[config.mk]
export PLATFORM = sky130hd
export DESIGN_NAME = zone_sequencer
export DESIGN_NICKNAME = d
export VERILOG_FILES = /design/src/rtl/garden_pkg.sv /design/src/rtl/zone_sequencer_tick_gen.sv /design/src/rtl/zone_sequencer.sv
export SDC_FILE = /design/constraint.sdc
export NUM_CORES = 1
export LEC_CHECK = 0
export ABC_CLOCK_PERIOD_IN_PS = 3400
export BUFFER_PORTS_ARGS = -buffer_cell sky130_fd_sc_hd__buf_2
export CORE_UTILIZATION = 30
export DETAILED_ROUTE_END_ITERATION = 8
export GPL_ROUTABILITY_DRIVEN = 0
export GPL_TIMING_DRIVEN = 0
export SKIP_LAST_GASP = 1
export SLEW_MARGIN = 5
export SYNTH_ARGS = -nofsm -noshare
export SYNTH_HDL_FRONTEND = slang
export SYNTH_SLANG_ARGS = --single-unit
[constraint.sdc]
create_clock -name clk -period 3.4 [get_ports clk]
set_input_delay 0.34 -clock clk [delete_from_list [all_inputs] [get_ports clk]]
set_output_delay 0.34 -clock clk [all_outputs]
set_load 0.05 [all_outputs]
[src/rtl/garden_pkg.sv]
// Shared types for the garden zone sequencer.
// State encoding, duration table and display helpers.
package garden_pkg;

  typedef enum logic [1:0] {
    IDLE = 2'd0,
    OPEN = 2'd1,
    GAP  = 2'd2,
    DONE = 2'd3
  } state_t;

  localparam logic [3:0] DUR_00 = 4'd2;
  localparam logic [3:0] DUR_01 = 4'd4;
  localparam logic [3:0] DUR_10 = 4'd6;
  localparam logic [3:0] DUR_11 = 4'd9;

  localparam logic [1:0] LAST_ZONE = 2'd3;

  function automatic logic [3:0] dur_of(input logic [1:0] sel);
    logic [3:0] d;
    unique case (sel)
      2'b00:   d = DUR_00;
      2'b01:   d = DUR_01;
      2'b10:   d = DUR_10;
      default: d = DUR_11;
    endcase
    return d;
  endfunction

  function automatic logic [9:0] thermo(input logic [3:0] n);
    logic [9:0] t;
    t = '0;
    for (int i = 0; i < 10; i++) begin
      t[i] = (4'(i) < n);
    end
    return t;
  endfunction

endpackage

[src/rtl/zone_sequencer_tick_gen.sv]
// One-second prescaler for the zone sequencer.
// Counts 0..TICK_DIV-1 while enabled, pulses tick on the last count.
module tick_gen #(
  parameter int TICK_DIV = 50000000
) (
  input  logic clk,
  input  logic rst,
  input  logic en,
  input  logic clr,
  output logic tick
);

  localparam int W = $clog2(TICK_DIV);
  localparam logic [W-1:0] LAST = W'(TICK_DIV - 1);

  logic [W-1:0] cnt_q, cnt_d;

  assign tick = en && (cnt_q == LAST);

  // next count: clear wins, otherwise wrap after the last count
  always_comb begin
    cnt_d = cnt_q;
    if (clr) begin
      cnt_d = '0;
    end else if (en) begin
      cnt_d = tick ? '0 : cnt_q + 1'b1;
    end
  end

  // count register
  always_ff @(posedge clk) begin
    if (rst) cnt_q <= '0;
    else     cnt_q <= cnt_d;
  end

endmodule

[src/rtl/zone_sequencer.sv]
// Four-zone sprinkler sequencer.
// Opens each zone in turn for the selected time, with one-second gaps.
module zone_sequencer
  import garden_pkg::*;
#(
  parameter int TICK_DIV = 50000000
) (
  input  logic       clk,
  input  logic       rst,
  input  logic       start_button,
  input  logic [1:0] switch,
  output logic [3:0] valve,
  output logic [9:0] led_out,
  output logic [3:0] ssm,
  output logic       busy,
  output logic       done
);

  logic       sync1_q, sync2_q, sync3_q;
  state_t     state_q, state_d;
  logic [1:0] zone_q, zone_d;
  logic [3:0] remain_q, remain_d;
  logic [1:0] dur_q, dur_d;
  logic       press;
  logic       start;
  logic       tick;

  assign press = sync2_q & ~sync3_q;
  assign start = press && (state_q == IDLE);

  tick_gen #(.TICK_DIV(TICK_DIV)) u_tick (
    .clk  (clk),
    .rst  (rst),
    .en   (busy),
    .clr  (start),
    .tick (tick)
  );

  // button synchroniser and edge-detect history
  always_ff @(posedge clk) begin
    if (rst) begin
      sync1_q <= 1'b0;
      sync2_q <= 1'b0;
      sync3_q <= 1'b0;
    end else begin
      sync1_q <= start_button;
      sync2_q <= sync1_q;
      sync3_q <= sync2_q;
    end
  end

  // next state: a press aborts a run, except in DONE
  always_comb begin
    state_d  = state_q;
    zone_d   = zone_q;
    remain_d = remain_q;
    dur_d    = dur_q;
    unique case (state_q)
      IDLE: begin
        if (press) begin
          state_d  = OPEN;
          zone_d   = 2'd0;
          dur_d    = switch;
          remain_d = dur_of(switch);
        end
      end
      OPEN: begin
        if (press) begin
          state_d  = IDLE;
          zone_d   = 2'd0;
          remain_d = 4'd0;
        end else if (tick) begin
          if (remain_q > 4'd1) begin
            remain_d = remain_q - 4'd1;
          end else if (zone_q != LAST_ZONE) begin
            state_d = GAP;
          end else begin
            state_d = DONE;
          end
        end
      end
      GAP: begin
        if (press) begin
          state_d  = IDLE;
          zone_d   = 2'd0;
          remain_d = 4'd0;
        end else if (tick) begin
          state_d  = OPEN;
          zone_d   = zone_q + 2'd1;
          remain_d = dur_of(dur_q);
        end
      end
      default: begin
        state_d  = IDLE;
        zone_d   = 2'd0;
        remain_d = 4'd0;
      end
    endcase
  end

  // sequencer state registers
  always_ff @(posedge clk) begin
    if (rst) begin
      state_q  <= IDLE;
      zone_q   <= 2'd0;
      remain_q <= 4'd0;
      dur_q    <= 2'd0;
    end else begin
      state_q  <= state_d;
      zone_q   <= zone_d;
      remain_q <= remain_d;
      dur_q    <= dur_d;
    end
  end

  // outputs decoded from registered state only
  always_comb begin
    valve   = 4'd0;
    led_out = 10'd0;
    ssm     = 4'd0;
    busy    = (state_q != IDLE);
    done    = (state_q == DONE);
    if (state_q == OPEN) begin
      valve   = 4'b0001 << zone_q;
      led_out = thermo(remain_q);
      ssm     = remain_q;
    end
  end

endmodule

==> summary.txt, run 1 <==
Worst hold path
  – Hold crit path type: input pin to register

Detailed routing
  – Routed vias/inst: approximately 5.0
  – DRC Markers: 0
  – Detailed Route Iter0 Violations: 86
  – DRT met1 WL: ~2500 microns
  – WL per Instance: between 10 and 15 microns
  – Met2 wire len: between 2000 and 3000 microns
  – Routed wire length: 5530 microns
  – Met3 wire length: between 150 and 200 microns
  – Top layer in use: met4
  – Via Count: ~2100
  – Drt first pass iters: 4
  – Antenna-violating nets left: 0

GRT
  – Total grt overflow: 0
  – Initial antenna violation count: 0
  – Global-route wire length before repair: between 9000 and 10000 microns
  – Tot GR Track Use: between 10% and 20%
  – Vias in the first global route: around 2100
  – Largest net degree at the start of global routing: 14

Worst setup path
  – Largest fanout on the critical path: 10
  – Crit path top cell by count: nand2_1
  – Worst reg-to-reg setup slack: about 1.1 ns
  – Crit start category: register
  – Buf/Inv on CP: 3
  – Data arrival time of the critical path: about 2.3 ns
  – CP peak stage delay: ~0.4 ns
  – WS Path Type: register to primary output
  – Crit. End Element: primary output
  – CP required: between 3 and 4 ns
  – Worst path cell trace: clkbuf_1 > inv_1 > nor2_1 > nand2_1 > nand2_1 > a21o_1 > buf_2
  – Slowest CP cell: nor2_1
  – Cell family with the largest share of critical-path delay: buffers and inverters

Cells and area
  – Most common cell after layout, fill and taps aside: nor2_1
  – Share of cells above drive strength 1: 20.7%
  – Commonest cells after routing, fill and taps aside: nor2_1 (41), dfxtp_1 (39), buf_2 (28), inv_1 (24), xnor2_1 (21)
  – Fillers: 823
  – Diodes inserted: 0
  – Final instance area: between 2000 and 3000 sq um
  – Fin nets: approximately 340
  – Layout area overhead: 15.2%

Run
  – Max Cap Viol: 0

Die
  – Chip width: 91.0 microns
  – Die H: slightly above 90 microns
  – Row cnt: 32
  – CORE AREA: 7690 sq um
  – Ports: 25
  – Initial Utilization: 30.9%
  – Die area: slightly above 8000 sq um

STA
  – Final period util: ~77%
  – Rel. slew slack: 57.6%
  – Pins over their slew limit: 0
  – Clk_skew: about 0.0088 ns
  – Worst-margin pin slew: around 0.63 ns
  – Setup ws final: approximately 0.77 ns
  – F_max: 0.380 GHz
  – RSZ-0062 raised after global routing: false
  – Final Hold Fails: 0
  – Minimum clock period: between 2 and 3 ns
  – Setup Total Neg Slack: 0 ns
  – Count of final setup violators: 0

Clocking
  – Postcts setup bufs: 0
  – Hold buffers post-CTS: 0
  – CTS max path bufs: 2
  – Clock sinks: 39
  – Clock latency on the worst-skew pair: 0.30 ns
  – Post-cts sizing count: 0
  – Total number of H-tree levels: 2
  – Clock slew at reported path FFs: ~0.080 ns
  – CTS tree: built
  – CTS Buf Count: 5
  – Root Buffer: clkbuf_8

Yosys
  – Cell variety after synth: 51
  – Synth async-reset ratio: 0%
  – Synthesized flop and latch total: 39
  – Synth area leaders: dfxtp_1 (33%), ha_1 (7.9%), xnor2_1 (7.7%)
  – Synth Warn #: 0
  – Mapped Cells: ~290
  – Top cell type by total area after synthesis: dfxtp_1
  – Number of flops mapped to enable cells by yosys: 0
  – Syn nets: ~310
  – Synth Flop Type: dfxtp_1
  – Avg Cell Area, Syn: 8.28 sq um
  – Synthesized cell area: roughly 2400 sq um
  – Share of the yosys chip area belonging to registers: 32.9%
  – Synth top area share: approximately 33%

Pwr
  – Lkg Pwr: 1.10 nW
  – Pwr Density: around 340 nW/um^2
  – Peak supply drop: around 200 uV

Place
  – Post-Place Cell Area: roughly 2600 sq um
  – Worst slack, placed: about 1.1 ns
  – PortBufs: 24
  – Final HPWL DP: ~4200 microns

Run status
  – Status: complete, no violations
[power by group]
group	internal, W	leakage, nW	switching, W
clock network	0.000219	0.0581	0.000180
registers	0.000462	0.315	0.00000500
logic	0.0000257	0.724	0.0000516
total	0.000706	1.10	0.000237
[metrics by stage]
stage	hold slack (ns)	cells	total power [W]	util, %
floorplan	0.414	287	0.000534	-
global placement	0.423	413	0.000554	34.1
global route	0.243	421	0.000980	35.6
finish	0.249	421	0.000943	35.6
detailed placement	0.432	413	0.000555	34.1
CTS	0.247	421	0.000952	35.6
[synth_stat cells (4+ instances only)]
cell,instances
nand3_1,10
dfxtp_1,39
and3_1,6
a21oi_1,12
nor2_1,41
nand4_1,5
nand2_1,17
nor4_1,12
clkbuf_1,4
ha_1,15
o21ai_0,5
nor3_1,7
nor2_2,4
nor2b_1,4
buf_2,4
xnor2_1,21
inv_1,24
nor3_2,6
[path summary, 6_finish.rpt]
| check | start | cells after the start | to |
|---|---|---|---|
| worst max-delay path | state_q[0] | 7 | led_out[2] |
| worst min-delay path | start_button | 2 | sync1_q |
| worst max register to register | u_tick.cnt_q[24] | 7 | u_tick.cnt_q[13] |
| worst min register to register | sync1_q | 1 | sync2_q |
[sequential cells by signal, indices dropped and copies added, names as in the netlist]
signal / cells
u_tick.cnt_q: 26
sync1_q: 1
zone_q: 2
remain_q: 4
dur_q: 2
sync2_q: 1
state_q: 2
sync3_q: 1
[logic make-up after synthesis]
family,after synthesis,synth area share [%]
multiplexers,1,0.421
buffers and inverters,38,7.53
flip-flops,39,32.9
XOR/XNOR,24,8.85
AND/OR/NAND/NOR,133,31.4
AO/OA/AOI/OAI,37,11.0
adder cells (fa/ha/maj),15,7.90
[routing by layer]
metal / track usage, % / up-vias
li1: - / 1058
met1: 16.8 / 983
met2: 25.4 / 37
met3: 2.93 / 13
met4: 4.89 / 0
met5: 0 / -
[final cells by class]
| class | instances | area (sq um) | area share [%] |
|---|---|---|---|
| multi-input cells | 210 | 1420 | 51.8 |
| flip-flops and latches | 39 | 781 | 28.5 |
| well taps | 102 | 128 | 4.66 |
| repair buffers | 24 | 120 | 4.39 |
| inverters | 24 | 90.1 | 3.29 |
| plain buffers | 14 | 88.8 | 3.25 |
| clock buffers | 5 | 68.8 | 2.51 |
| clock inverters | 3 | 43.8 | 1.60 |
Note: power is estimated with default switching activity, not from simulation.
==> run 2, diff against run 1 <==
--- a/config.mk
+++ b/config.mk
@@ -5,7 +5,7 @@
 export SDC_FILE = /design/constraint.sdc
 export NUM_CORES = 1
 export LEC_CHECK = 0
-export ABC_CLOCK_PERIOD_IN_PS = 3400
+export ABC_CLOCK_PERIOD_IN_PS = 2400
 export BUFFER_PORTS_ARGS = -buffer_cell sky130_fd_sc_hd__buf_2
 export CORE_UTILIZATION = 30
 export DETAILED_ROUTE_END_ITERATION = 8
==> constraint.sdc (replaced) <==
create_clock -name clk -period 2.4 [get_ports clk]
set_input_delay 0.24 -clock clk [delete_from_list [all_inputs] [get_ports clk]]
set_output_delay 0.24 -clock clk [all_outputs]
set_load 0.05 [all_outputs]
==> run 2 against run 1 <==
Against the previous run: power is 42% higher; final area is 0.37% higher; count of clock-buffer cells in the layout stayed put; first-iteration DRC count is 8.1% higher; utilization is 0.13 points higher; cell count stayed put; sequential power is 42% higher; via count is 0.48% higher; hold slack worse by 0.097 ns; critical path type unchanged.
==> summary.txt, run 2 (synthesis results as in run 1) <==
Run status
  – Status: complete, no violations

Die
  – Die H: slightly above 90 microns
  – CORE AREA: between 7000 and 8000 sq um
  – Initial Utilization: 30.9%
  – Chip width: a little over 90 microns
  – Row cnt: 32
  – Die area: a little over 8000 sq um
  – Ports: 25

Worst setup path
  – CP required: about 2.2 ns
  – Crit. End Element: primary output
  – WS Path Type: register to primary output
  – Worst reg2reg path depth: 7
  – Crit start category: register
  – Data arrival time of the critical path: ~2.0 ns
  – Largest fanout on the critical path: 10

Worst hold path
  – Hold crit path type: input pin to register
  – Hold path depth: 2

Cells and area
  – Largest register FFs: 26
  – Largest regs: u_tick.cnt_q x26, remain_q x4
  – Share of cells above drive strength 1: a little over a fifth
  – Fin nets: 338
  – Diodes inserted: 0
  – Layout Utilization: between 30% and 40%
  – Fillers: just over 800
  – Reg area: between 700 and 800 sq um
  – Final instance area: roughly 2700 sq um
  – Layout area overhead: 15.6%
  – Commonest cells after routing, fill and taps aside: nor2_1 (40), dfxtp_1 (39), buf_2 (28), inv_1 (24), xnor2_1 (21)
  – Multi-input logic area: approximately 1400 sq um
  – Most common cell after layout, fill and taps aside: nor2_1
  – Reg with most FFs: u_tick.cnt_q

Pwr
  – Clock power frac: 42.3%
  – Switch Pwr: 0.000336 W
  – Proportion of power drawn by flip-flops and latches: roughly half
  – Pwr Density: between 400 and 500 nW/um^2
  – Sw frac: between 20% and 30%
  – Combinational cell fraction of total power: 8.2%
  – Lkg Pwr: around 1.1 nW
  – Internal: around 0.001 W
  – Peak supply drop: 282 uV
  – Overall Power: between 0.001 and 0.0015 W

STA
  – Clk_skew: 0.00770 ns
  – Minimum clock period: ~2.2 ns
  – Pins over their slew limit: 0
  – Rel. slew slack: approximately three fifths
  – Setup ws final: 0.207 ns
  – Final Hold Fails: 0
  – F_max: approximately 0.46 GHz
  – Final period util: 91.4%
  – Worst-margin pin slew: ~0.57 ns
  – Count of final setup violators: 0
  – RSZ-0062 raised after global routing: false

Detailed routing
  – Drt first pass iters: 4
  – Routed vias/inst: approximately 5
  – WL per Instance: 13.1 microns
  – DRC Markers: 0
  – Via Count: between 2000 and 2500
  – Routed wire length: about 5500 microns
  – Antenna-violating nets left: 0
  – Detailed Route Iter0 Violations: 93

Run
  – Max Cap Viol: 0

GRT
  – Largest net degree at the start of global routing: 14
  – Initial antenna violation count: 0
  – Global-route wire length before repair: between 9000 and 10000 microns
  – Vias in the first global route: just over 2000
  – Total grt overflow: 0
  – Tot GR Track Use: about 14%

Place
  – PortBufs: 24
  – Worst slack, placed: about 0.15 ns
  – Post-Place Cell Area: between 2000 and 3000 sq um
  – Final HPWL DP: around 4200 microns

Clocking
  – Clock slew at reported path FFs: 0.08 ns
  – Total number of H-tree levels: 2
  – Postcts setup bufs: 0
  – Clock sinks: 39
  – Clock latency on the worst-skew pair: 0.30 ns
  – CTS Buf Count: 5
  – CTS tree: built
  – CTS max path bufs: 2
  – Root Buffer: clkbuf_8
[run 2: cell counts in the layout (fill, tap and decap cells not counted)]
Identical to the previous run, type by type.
[run 2: power groups by stage]
stage | sequential [W] | combinational, W | clock [W]
after detailed placement | 0.000677 | 0.000109 | 0
after global placement | 0.000677 | 0.000108 | 0
after global routing | 0.000663 | 0.000123 | 0.000602
final | 0.000661 | 0.000110 | 0.000566
after floorplan | 0.000675 | 0.0000817 | 0
after CTS | 0.000661 | 0.000110 | 0.000578
[run 2: path summary, 6_finish.rpt]
path / start / to / slack [ns]
min reg2reg: sync1_q / sync2_q / 0.45
max: state_q[0] / led_out[2] / 0.21
min: start_button / sync1_q / 0.15
max reg2reg: u_tick.cnt_q[24] / u_tick.cnt_q[13] / 0.21
[run 2: timing repair]
item | CTS | global route
hold buffers | 0 | 0
gates resized for setup | 1 | 3
setup endpoints to repair | 7 | 29
[run 2: through the flow]
step | TNS, ns | std cells | hold WS (ns)
finish | 0 | 421 | 0.152
global route | 0 | 421 | 0.143
CTS | 0 | 421 | 0.147
detailed placement | 0 | 413 | 0.432
global placement | 0 | 413 | 0.423
floorplan | -0.111 | 287 | 0.368
[run 2: final cells by class]
cell class                      count  area share [%]
Buffer                             14            3.28
Clock buffer                        5            2.51
Clock inverter                      3            1.59
Inverter                           24            3.28
Multi-Input combinational cell    210            51.9
Sequential cell                    39            28.4
Tap cell                          102            4.65
Timing Repair Buffer               24            4.37
[run 2: layer usage]
layer / GRT usage (%) / wire [microns]
met5: 0 / 0
met3: 2.93 / 176
met1: 16.8 / 2440
met2: 25.4 / 2820
met4: 4.89 / 92
[run 2: worst max-delay path: stages, from the launching register on]
cell	delay (ns)
dfxtp_1	0.37
clkbuf_2	0.23
inv_1	0.16
nor2_2	0.27
nand2_1	0.17
nand2_1	0.12
a21o_1	0.08
buf_2	0.25
==> run 3, diff against run 2 <==
--- a/config.mk
+++ b/config.mk
@@ -7,10 +7,14 @@
 export LEC_CHECK = 0
 export ABC_CLOCK_PERIOD_IN_PS = 2400
 export BUFFER_PORTS_ARGS = -buffer_cell sky130_fd_sc_hd__buf_2
+export CAP_MARGIN = 0
+export CELL_PAD_IN_SITES_DETAIL_PLACEMENT = 0
+export CELL_PAD_IN_SITES_GLOBAL_PLACEMENT = 1
 export CORE_UTILIZATION = 30
 export DETAILED_ROUTE_END_ITERATION = 8
 export GPL_ROUTABILITY_DRIVEN = 0
 export GPL_TIMING_DRIVEN = 0
+export PLACE_DENSITY_LB_ADDON = 0.1
 export SKIP_LAST_GASP = 1
 export SLEW_MARGIN = 5
 export SYNTH_ARGS = -nofsm -noshare
==> constraint.sdc (replaced) <==
create_clock -name clk -period 2.4 [get_ports clk]
set_input_delay 0.24 -clock clk [delete_from_list [all_inputs] [get_ports clk]]
set_output_delay 0.24 -clock clk [all_outputs]
set_load 0.01 [all_outputs]
==> run 3 against run 2 <==
Against the previous run: non-clock buffer count unchanged; setup slack better by 0.017 ns; first-iteration DRC count is 22% lower; clock power grew 17%; combinational power fell by 7%; via count shrank 2.5%; final area increased by 1.0%; global-route usage grew 0.071 points; register-to-register slack improved by 0.02 ns; count of clock-buffer cells in the layout up 1; power grew 6.9%; critical path type is now register to register; highest routed layer unchanged.
==> summary.txt, run 3 (synthesis results as in run 1) <==
Detailed routing
  – Detailed Route Iter0 Violations: 73
  – WL per Instance: around 14 microns
  – Met3 wire length: about 150 microns
  – Top layer in use: met4
  – Antenna-violating nets left: 0
  – Routed vias/inst: 4.86
  – Routed wire length: roughly 5700 microns
  – Met2 wire len: roughly 2400 microns
  – Via Count: between 2000 and 2500
  – Drt first pass iters: 4
  – DRC Markers: 0
  – DRT met1 WL: around 3100 microns

Place
  – Final HPWL DP: approximately 4300 microns
  – PortBufs: 24
  – Post-Place Cell Area: 2620 sq um
  – Placed cells: around 410

GRT
  – Global-route wire length before repair: 9500 microns
  – Total grt overflow: 0
  – Largest net degree at the start of global routing: 13
  – Tot GR Track Use: 14.3%
  – Vias in the first global route: 1903
  – Initial antenna violation count: 0

Worst setup path
  – Cell family with the largest share of critical-path delay: simple AND/OR/NAND/NOR gates
  – Crit start category: register
  – Slowest CP cell: nor4_4
  – WS Path Type: register to register
  – Data arrival time of the critical path: around 2.4 ns
  – Crit. End Element: register
  – CP required: approximately 2.6 ns
  – Buf/Inv on CP: 2
  – CP peak stage delay: roughly 0.48 ns
  – Worst path cell trace: nor4_1 > nand4_1 > nor4_4 > or3_1 > buf_4 > buf_6 > nor2_1
  – Largest fanout on the critical path: 10

STA
  – Hold slack: 0.157 ns
  – RSZ-0062 raised after global routing: false
  – Clk_skew: 0.0153 ns
  – Rel. slew slack: 59.0%
  – Minimum clock period: 2.18 ns
  – Count of final setup violators: 0
  – Final Hold Fails: 0
  – Worst-margin pin slew: between 0.6 and 0.7 ns
  – F_max: ~0.46 GHz
  – Final period util: 90.6%
  – Pins over their slew limit: 0
  – Setup Total Neg Slack: 0 ns

Die
  – Die H: 91.0 microns
  – Initial Utilization: slightly above 30%
  – Chip width: around 91 microns
  – Die area: 8280 sq um
  – Row cnt: 32
  – CORE AREA: about 7700 sq um
  – Ports: 25

Cells and area
  – Reg with most FFs: u_tick.cnt_q
  – Most common cell after layout, fill and taps aside: nor2_1
  – Largest regs: u_tick.cnt_q x26, remain_q x4
  – Layout Utilization: between 30% and 40%
  – Non-filler cells, final: 421
  – Fin nets: ~340
  – Largest register FFs: 26
  – Multi-input logic area: approximately 1400 sq um
  – Commonest cells after routing, fill and taps aside: nor2_1 (40), dfxtp_1 (39), buf_2 (28), inv_1 (24), xnor2_1 (21)
  – Fillers: 864
  – Diodes inserted: 0
  – Share of cells above drive strength 1: between 20% and 30%
  – Layout area overhead: 16.8%
  – Final instance area: 2780 sq um
  – Reg area: about 800 sq um

Pwr
  – Pwr Density: just over 500 nW/um^2
  – Peak supply drop: approximately 300 uV
  – Lkg Pwr: between 1 and 1.5 nW

Clocking
  – Clock sinks: 39
  – Clock slew at reported path FFs: around 0.080 ns
  – CTS max path bufs: 2
  – CTS Buf Count: 5
  – Total number of H-tree levels: 2
  – CTS tree: built
  – Root Buffer: clkbuf_8
  – Clock latency on the worst-skew pair: around 0.30 ns

Worst hold path
  – Hold crit path type: input pin to register

Run status
  – Status: complete, no violations

Run
  – Max Cap Viol: 0
==> run 3: changes by cell type in the layout (fill, tap and decap cells not counted), sizes merged <==
cell / before / now
clkinv: 2 / 0
bufinv: 1 / 2
clkbuf: 10 / 11
==> run 3: layout make-up <==
type,instances,share of cell area [%]
multi-input combinational,210,51.7
timing repair buffer,24,4.33
inverter,24,3.25
clock inverter,2,2.16
clock buffer,6,2.61
sequential,39,28.1
tap,102,4.60
buffer,14,3.25
==> run 3: path summary, 6_finish.rpt <==
check,startpoint,end,slack (ns),cells after the start
setup / recovery,u_tick.cnt_q[24],u_tick.cnt_q[2],0.22,7
hold / removal,start_button,sync1_q,0.16,2
setup reg to reg,u_tick.cnt_q[24],u_tick.cnt_q[2],0.22,7
hold reg to reg,sync1_q,sync2_q,0.44,1
==> run 3: power breakdown <==
part | switching (W) | leakage, nW | internal (W)
sequential | 0.00000748 | 0.315 | 0.000654
clock | 0.000249 | 0.0654 | 0.000416
combinational | 0.0000656 | 0.744 | 0.0000369
total | 0.000322 | 1.12 | 0.00111
==> run 3: repair_timing <==
item                                    in CTS  in global routing
hold endpoints to repair                     0                  0
hold buffers                                 0                  0
endpoints found under the setup margin      12                 25
setup buffers                                0                  0
resized for setup                            2                  3
cloned                                       0                  0
==> run 3: layer usage <==
metal / track usage [%] / up-vias
met5: 0 / -
met4: 3.97 / 0
met3: 2.51 / 5
met2: 22.2 / 29
met1: 20.3 / 958
li1: - / 1056
==> run 3: worst register-to-register path, delay by kind of cell, from the launching register on <==
kind                   cells  cell delay [ns]
and+or+nand+nor            5             1.40
DFF                        1             0.36
buffers and inverters      2             0.31
==> run 3: metrics by stage <==
| step | total power, W | setup slack, ns |
|---|---|---|
| 2_1_floorplan | 0.000746 | 0.594 |
| 3_3_place_gp | 0.000780 | 0.0257 |
| 3_5_place_dp | 0.000779 | -0.00264 |
| 4_1_cts | 0.00144 | 0.102 |
| 5_1_grt | 0.00148 | 0.0272 |
| 6_report | 0.00143 | 0.225 |
